## config.mk

```make
export PLATFORM = sky130hd
export DESIGN_NAME = led_sequencer
export DESIGN_NICKNAME = d
export VERILOG_FILES = /design/src/rtl/led_sequencer.sv
export SDC_FILE = /design/constraint.sdc
export NUM_CORES = 1
export LEC_CHECK = 0
export ABC_AREA = 1
export CORE_ASPECT_RATIO = 0.9
export CORE_MARGIN = 4
export CORE_UTILIZATION = 45
export CTS_CLUSTER_DIAMETER = 50
export CTS_CLUSTER_SIZE = 12
export DETAILED_ROUTE_END_ITERATION = 12
export PLACE_DENSITY = 0.64
export SLEW_MARGIN = 30
export SYNTH_ARGS = -nofsm -noshare
export SYNTH_HDL_FRONTEND = slang
export SYNTH_SLANG_ARGS = --single-unit
```

## constraint.sdc

```tcl
create_clock -name clk -period 5.3 [get_ports clk]
set_input_delay 0.795 -clock clk [delete_from_list [all_inputs] [get_ports clk]]
set_output_delay 0.795 -clock clk [all_outputs]
set_load 0.05 [all_outputs]
```

## src/rtl/led_sequencer.sv

```systemverilog
// Five-pattern LED sequencer stepped by a programmable prescaler tick.
// Pattern phase and LED register advance together, so LEDR always reflects (state, ph).
module led_sequencer #(
    parameter int LED_W = 18,
    parameter int DIV_W = 24
) (
    input  logic             clk,
    input  logic             reset,
    input  logic             in,
    input  logic             start,
    input  logic             pause,
    input  logic             dir,
    input  logic [DIV_W-1:0] div_max,
    output logic [LED_W-1:0] LEDR,
    output logic [2:0]       state,
    output logic             value,
    output logic             tick
);

    localparam int PH_W = (LED_W > 1) ? $clog2(LED_W) : 1;
    localparam logic [PH_W-1:0] PH_LAST = PH_W'(LED_W - 1);
    localparam logic [2:0] S0 = 3'd0;
    localparam logic [2:0] S1 = 3'd1;
    localparam logic [2:0] S2 = 3'd2;
    localparam logic [2:0] S3 = 3'd3;
    localparam logic [2:0] S4 = 3'd4;
    localparam logic [LED_W-1:0] LED_S0 = LED_W'(32'h0000_0030);

    logic [2:0]       state_r;
    logic [2:0]       state_next_s;
    logic [PH_W-1:0]  ph_r;
    logic [PH_W-1:0]  ph_next_s;
    logic [DIV_W-1:0] cnt_r;
    logic             value_r;
    logic [LED_W-1:0] led_r;
    logic [LED_W-1:0] led_next_s;
    logic             tick_s;
    logic             adv_s;
    logic             illegal_s;

    function automatic logic [LED_W-1:0] decode(input logic [2:0] st,
                                                input logic [PH_W-1:0] p,
                                                input logic d);
        logic [LED_W-1:0] ones;
        logic [LED_W-1:0] r;
        ones = '1;
        r    = '0;
        case (st)
            S0: r = LED_S0;
            S1: r = d ? (LED_W'(1'b1) << (PH_LAST - p)) : (LED_W'(1'b1) << p);
            S2: r = '0;
            S3: begin
                for (int i = 0; i < LED_W; i++) begin
                    r[i] = (1'(i % 2) == p[0]);
                end
            end
            S4: r = ones >> (PH_LAST - p);
            default: r = LED_S0;
        endcase
        return r;
    endfunction

    // tick is forced low during reset even though cnt==div_max may already hold
    assign tick_s    = ~reset & ~value_r & (cnt_r == div_max);
    assign adv_s     = tick_s & ~in;
    assign illegal_s = (state_r > S4);

    assign tick  = tick_s;
    assign state = state_r;
    assign value = value_r;
    assign LEDR  = led_r;

    // Prescaler: free-runs while unpaused; wraps naturally if div_max drops below cnt
    always_ff @(posedge clk or posedge reset) begin
        if (reset) begin
            cnt_r <= '0;
        end else if (!value_r) begin
            cnt_r <= (cnt_r == div_max) ? '0 : cnt_r + DIV_W'(1);
        end else begin
            cnt_r <= cnt_r;
        end
    end

    // Pause flag: start has priority over pause
    always_ff @(posedge clk or posedge reset) begin
        if (reset) begin
            value_r <= 1'b0;
        end else if (start) begin
            value_r <= 1'b0;
        end else if (pause) begin
            value_r <= 1'b1;
        end else begin
            value_r <= value_r;
        end
    end

    // State register with phase counter and LED register
    always_ff @(posedge clk or posedge reset) begin
        if (reset) begin
            state_r <= S0;
            ph_r    <= '0;
            led_r   <= LED_S0;
        end else begin
            state_r <= state_next_s;
            ph_r    <= ph_next_s;
            led_r   <= led_next_s;
        end
    end

    // Next-state logic; illegal encodings fall back to S0 unconditionally
    always_comb begin
        state_next_s = state_r;
        case (state_r)
            S0: state_next_s = adv_s ? (dir ? S4 : S1) : S0;
            S1: state_next_s = adv_s ? (dir ? S0 : S2) : S1;
            S2: state_next_s = adv_s ? (dir ? S1 : S3) : S2;
            S3: state_next_s = adv_s ? (dir ? S2 : S4) : S3;
            S4: state_next_s = adv_s ? (dir ? S3 : S0) : S4;
            default: state_next_s = S0;
        endcase
    end

    // Output logic: phase and LED pattern only move on a tick or illegal-state recovery,
    // which is what makes dir take effect only at step boundaries
    always_comb begin
        ph_next_s  = ph_r;
        led_next_s = led_r;
        if (state_next_s != state_r) begin
            ph_next_s = '0;
        end else if (tick_s) begin
            ph_next_s = (ph_r == PH_LAST) ? '0 : ph_r + PH_W'(1);
        end else begin
            ph_next_s = ph_r;
        end
        if (tick_s || illegal_s) begin
            led_next_s = decode(state_next_s, ph_next_s, dir);
        end else begin
            led_next_s = led_r;
        end
    end

endmodule
```

# --- Word-level counts from Yosys, hierarchy flattened ---
# Cells that the tools add are included.
word_totals:
  register_bits: 51
  in_bits: 30
classes:
  n_eq_ne: 11
  magnitude_cmp: 1
  n_bitwise: 7
  n_shift: 3
  reduce_logical: 3
  n_mux: 19
  addsub: 3
op_table:
  columns: ["cell", "n"]
  rows:
  - ["$pmux W18 S4", 1]
  - ["$shl A1 B5 Y18 const A", 2]
  - ["$add A24 B1 Y24 const B", 1]
  - ["$eq A24 B24 Y1", 1]
  - ["$mux W24", 1]
  - ["$mux W18", 1]
  - ["$shr A18 B5 Y18 const A", 1]
  - ["$mux W3", 5]
  - ["$mux W5", 3]
  - ["$pmux W3 S5", 1]
  - ["$eq A3 B2 Y1 const B", 4]
  - ["$mux W2", 5]
  - ["$eq A3 B1 Y1 const B", 2]
  - ["$eq A3 B3 Y1 const B", 2]
  - ["$add A5 B1 Y5 const B", 1]
  - ["$eq A5 B5 Y1 const B", 1]
  - ["$sub A5 B5 Y5 const A", 1]
  - ["$not A1 Y1", 4]
  - ["$and A1 B1 Y1", 3]
  - ["$gt A3 B3 Y1 const B", 1]
  - ["$logic_not A3 Y1", 1]
  - ["$ne A3 B3 Y1", 1]
  - ["$mux W1", 2]
  - ["$reduce_bool A2 Y1", 1]
  - ["$logic_or A1 B1 Y1", 1]

# --- Logic depth before layout (Yosys ltp) ---
depth:
  depth_word: 12
  mapped_depth: 29
  ltp_nobuf: 28

# --- Worst setup path after synthesis ---
# No wires, ideal clock.
synth_timing:
  kind: "input-to-reg"
  start: "input port div_max[6]"
  end: "register led_r[17], in the netlist LEDR[17]"
  arrival_time_ns: 3.207
  required_time_ns: 5.182
  slack_ns: 1.975
  stages: 25
  setup_time_ns: 0.118
  n_path_buf: 1
  cell_sequence: "inv_1 > nand2_1 > nand2_1 > nor2_1 > nand2_1 > nor2_2 > nand3_4 > nor2_8 > buf_4 > nand2_1 > nand2_1 > nand3_1 > inv_2 > nand4_4 > ha_1 > inv_1 > nand2_1 > o21ai_4 > inv_2 > nand3_1 > nor2_1 > nand2_1 > nand2_1 > nand2_1 > nand2_1"
synth_between:
  elab_chain_len: 11
synth_lines:
  columns: ["item", "line", "rtl"]
  rows:
  - ["start: declaration", "13", "input logic [DIV_W-1:0] div_max,"]
  - ["$eq A24 B24 Y1 *", "64", "assign tick_s = ~reset & ~value_r & (cnt_r == div_max);"]
  - ["$and A1 B1 Y1 *", "64", null]
  - ["via tick", "17", "output logic tick"]
  - ["parallel branches: the longest is 9 deep, another holds $sub A5 B5 Y5", null, null]
  - ["end signal: assignment", "106", "led_r <= led_next_s;"]
  - ["end: declaration", "35", "logic [LED_W-1:0] led_r;"]
# Mark *: on every way through the listed nets, which the timed path passes.
# A chain may end at the register's enable or synchronous reset.

# --- Worst setup path in the final report ---
layout_timing:
  start: "input port div_max[12]"
  end: "register led_r[12], in the netlist LEDR[12]"
layout_between:
  elab_chain_len: 11
layout_lines:
  columns: ["item", "line", "rtl"]
  rows:
  - ["$eq A24 B24 Y1 *", "64", null]
  - ["$and A1 B1 Y1 *", "64", null]
  - ["$and A1 B1 Y1 *", "65", "assign adv_s = tick_s & ~in;"]
  - ["$mux W3 (tied with other cells)", "118", "S4: state_next_s = adv_s ? (dir ? S3 : S0) : S4;"]
  - ["$pmux W3 S5 *", "113", "case (state_r)"]
  - ["via state_next_s[1]", "30", "logic [2:0] state_next_s;"]
  - ["$ne A3 B3 Y1 *", "128", "if (state_next_s != state_r) begin"]
  - ["$mux W5 *", "128", null]
  - ["via ph_next_s[1]", "32", "logic [PH_W-1:0] ph_next_s;"]
  - ["parallel branches: the longest is 3 deep, another holds $sub A5 B5 Y5", null, null]
  - ["$pmux W18 S4 *", "48", "case (st)"]
# Marks and branches as above.

==> flow_metrics.env <==
export IMPL_num_fill_cells=945
export IMPL_die_h_um=99.67
export IMPL_cp_top_family="simple AND/OR/NAND/NOR gates"
export IMPL_synth_distinct_cells=43
export IMPL_status="finished, final reports clean"
export IMPL_grt_util_met1_pct=32.44
export IMPL_maxCapViolCount=0
export IMPL_crit_buf_inv=6
export IMPL_drtPass1Iterations=5
export IMPL_syn_cell_area_mm2=0.004202
export IMPL_insertion_delay_ps=320
export IMPL_layout_drive_gt1_share_pct=11.00
export IMPL_grt_antenna_before_repair=0
export IMPL_dp_hpwl_mm=8.682
export IMPL_drc_errors=0
export IMPL_path_depth=27
export IMPL_ctsHoldBuffers=0
export IMPL_finalMaxSlewViolations=0
export IMPL_rr_worst_depth=26
export IMPL_rows=33
export IMPL_cpPeakStageDelay_ps=490
export IMPL_clock_root_buffer="clkbuf_8"
export IMPL_clk_pin_slew_ps=110
export IMPL_start_kind="input port"
export IMPL_fmax_mhz=243.8
export IMPL_finalPower_mw=1.106
export IMPL_maxSlewHeadroom_pct=56.68
export IMPL_met2_usage_pct=31.62
export IMPL_met3_usage_pct=4.997
export IMPL_port_buffers=52
export IMPL_setup_viol_count_final=0
export IMPL_grt_pass1_vias=3882
export IMPL_htreeDepth=2
export IMPL_avgViaCountPerCell=5.014
export IMPL_crit_top_cell="nand2_1"
export IMPL_cts_max_path_buffers=2
export IMPL_cts_setup_buffers=0
export IMPL_tritoncts="done"
export IMPL_vias=4167
export IMPL_final_common_cell="nand2_1"
export IMPL_syn_nets=695
export IMPL_diodes=0
export IMPL_cts_resized=0
export IMPL_fp_dieArea_mm2=0.01095
export IMPL_clock_skew_ps=13.49
export IMPL_hold_class="flop to flop"
export IMPL_critPathArrivalTime_ps=4370
export IMPL_place_area_mm2=0.004817
export IMPL_core_mm2=0.009125
export IMPL_tightest_slew_ps=648.1
export IMPL_wirelength_mm=11.24
export IMPL_syn_inst=659
export IMPL_min_period_ps=4101
export IMPL_leakage_nw=2.639
export IMPL_grt_overflow=0
export IMPL_grt_pass1_wl_mm=18.68
export IMPL_cts_sinks=51
export IMPL_ir_drop_v=0.0001499
export IMPL_cp_required_ps=5570
export IMPL_syn_to_final_growth_pct=18.11
export IMPL_grt_max_degree=41
export IMPL_critical_path_slowest_cell="clkdlybuf4s50_1"
export IMPL_yosysWarnings=0
export IMPL_mostFrequentLayoutCells="nand2_1, nor2_1, inv_1, clkdlybuf4s50_1, dfrtp_1"
export IMPL_wl_per_cell_um=13.52
export IMPL_hold_viol_final=0
export IMPL_timing_setup_tns_ps=0
export IMPL_start_util_pct=46.04
export IMPL_critPathMaxFanout=15
export IMPL_syn_avg_cell_area_um2=6.376
export IMPL_final_nets=744
export IMPL_die_w_um=109.9
export IMPL_final_area_mm2=0.004962
export IMPL_ys_seq_area_share_pct=30.43
export IMPL_hold_depth=2
export IMPL_powerDensity_mw_per_mm2=222.9
export IMPL_ant_nets=0
export IMPL_gr_max_usage_layer="met1"
export IMPL_drt_initial_drc_count=189
export IMPL_cts_buffers=5
export IMPL_gp_congestion=0.8984
export IMPL_worstSetupPathType="input port to flop"
export IMPL_rsz0062_at_grt="no"
export IMPL_final_period_utilization_pct=77.38
export IMPL_grt_usage_pct=21.37
export IMPL_io_pins=53
export IMPL_ys_ff_latch=51
export IMPL_end_kind="flop"
-- final cells by class --
class / count / area [µm²] / share of cell area (%)
multi-input combinational: 492 / 2465 / 49.67
sequential: 51 / 1279 / 25.77
timing repair buffer: 54 / 535.5 / 10.79
inverter: 104 / 390.4 / 7.867
tap: 122 / 152.6 / 3.076
clock inverter: 3 / 71.32 / 1.437
clock buffer: 5 / 68.82 / 1.387
-- per-layer routing --
metal	part of all wire, %	vias to the layer above
li1	-	2148
met1	49	1886
met2	43	127
met3	7.0	6
met4	0.55	0
met5	0	-
-- stage by stage --
stage	hold slack [ps]	util, %	worst slack [ps]	instances
finish	488.0	54.38	1199	831
global placement	461.9	52.79	951.7	823
detailed placement	466.8	52.79	887.2	823
floorplan	542.7	-	1975	659
CTS	493.3	54.33	1222	831
global route	514.4	54.38	774.8	831
-- cell families after synthesis --
kind of cell             after synthesis  synth area share [%]
adder cells (fa/ha/maj)                6                 1.787
buffers and inverters                116                 11.08
AO/OA/AOI/OAI                         30                 4.318
AND/OR/NAND/NOR                      438                 48.63
flip-flops                            51                 30.43
XOR/XNOR                              18                 3.752
-- flip-flops by register name, summed over array words and instances, names as in the netlist --
name and count:
LEDR 18, value 1, ph_r 5, state 3, cnt_r 24
-- worst reg2reg max path, cell delays in order, from the launching register on --
cell     delay [ps]
dfrtp_1         450
inv_1           100
nand2_1          60
nand2_1          40
nor2_1          160
nand2_1          90
nor2_2          170
nand3_4         170
nor2_8          240
nand4_4         140
nand2_2         110
inv_2            60
nand2_4          90
nand2_4          70
nand2_8         110
nand4_4         160
inv_2           160
ha_1            270
inv_1           130
nand2_1         100
o21ai_4         120
inv_2            90
nor3_2          160
nand3_1         130
nand2_1          80
nand2_1          50
nand2_1          60
-- path summary, 6_finish.rpt --
check	startpoint	endpoint	slack (ps)
worst max-delay path	div_max[12]	LEDR[12]$_DFFE_PP0P_	1200
worst min-delay path	LEDR[9]$_DFFE_PP0P_	LEDR[9]$_DFFE_PP0P_	490
worst max register to register	cnt_r[12]$_DFFE_PP0N_	LEDR[12]$_DFFE_PP0P_	1680
worst min register to register	LEDR[9]$_DFFE_PP0P_	LEDR[9]$_DFFE_PP0P_	490
max in group asynchronous	reset	cnt_r[21]$_DFFE_PP0N_	3730
min in group asynchronous	reset	cnt_r[7]$_DFFE_PP0N_	740
-- synthesized netlist by cell type (all sizes together) --
cell type	count	area share, %
dfrtp	49	29
o21ai	12	1.7
o2111ai	1	0.21
xnor2	5	1.0
o22ai	2	0.30
dfstp	2	1.3
nor4	5	0.74
o21bai	1	0.18
clkinv	3	0.27
nor3b	3	0.54
a211oi	2	0.36
or2	1	0.15
nor2	96	9.5
nand3b	1	0.18
a21oi	10	1.2
nand3	52	7.2
and2	1	0.15
buf	8	1.4
o31ai	1	0.18
nor3	19	2.4
clkbuf	4	0.36
inv	101	9.0
a221oi	1	0.21
nand2	246	24
nand4	14	4.2
xor2	13	2.7
ha	6	1.8
-- report_power, final --
| group | switching [mW] | total, mW | leakage, nW | internal (mW) |
|---|---|---|---|---|
| Sequential | 0.0459 | 0.477 | 0.633 | 0.431 |
| Clock | 0.154 | 0.346 | 0.0703 | 0.192 |
| Combinational | 0.176 | 0.284 | 1.94 | 0.108 |
| Total | 0.375 | 1.11 | 2.64 | 0.731 |
(Power assumes the default switching activity.)
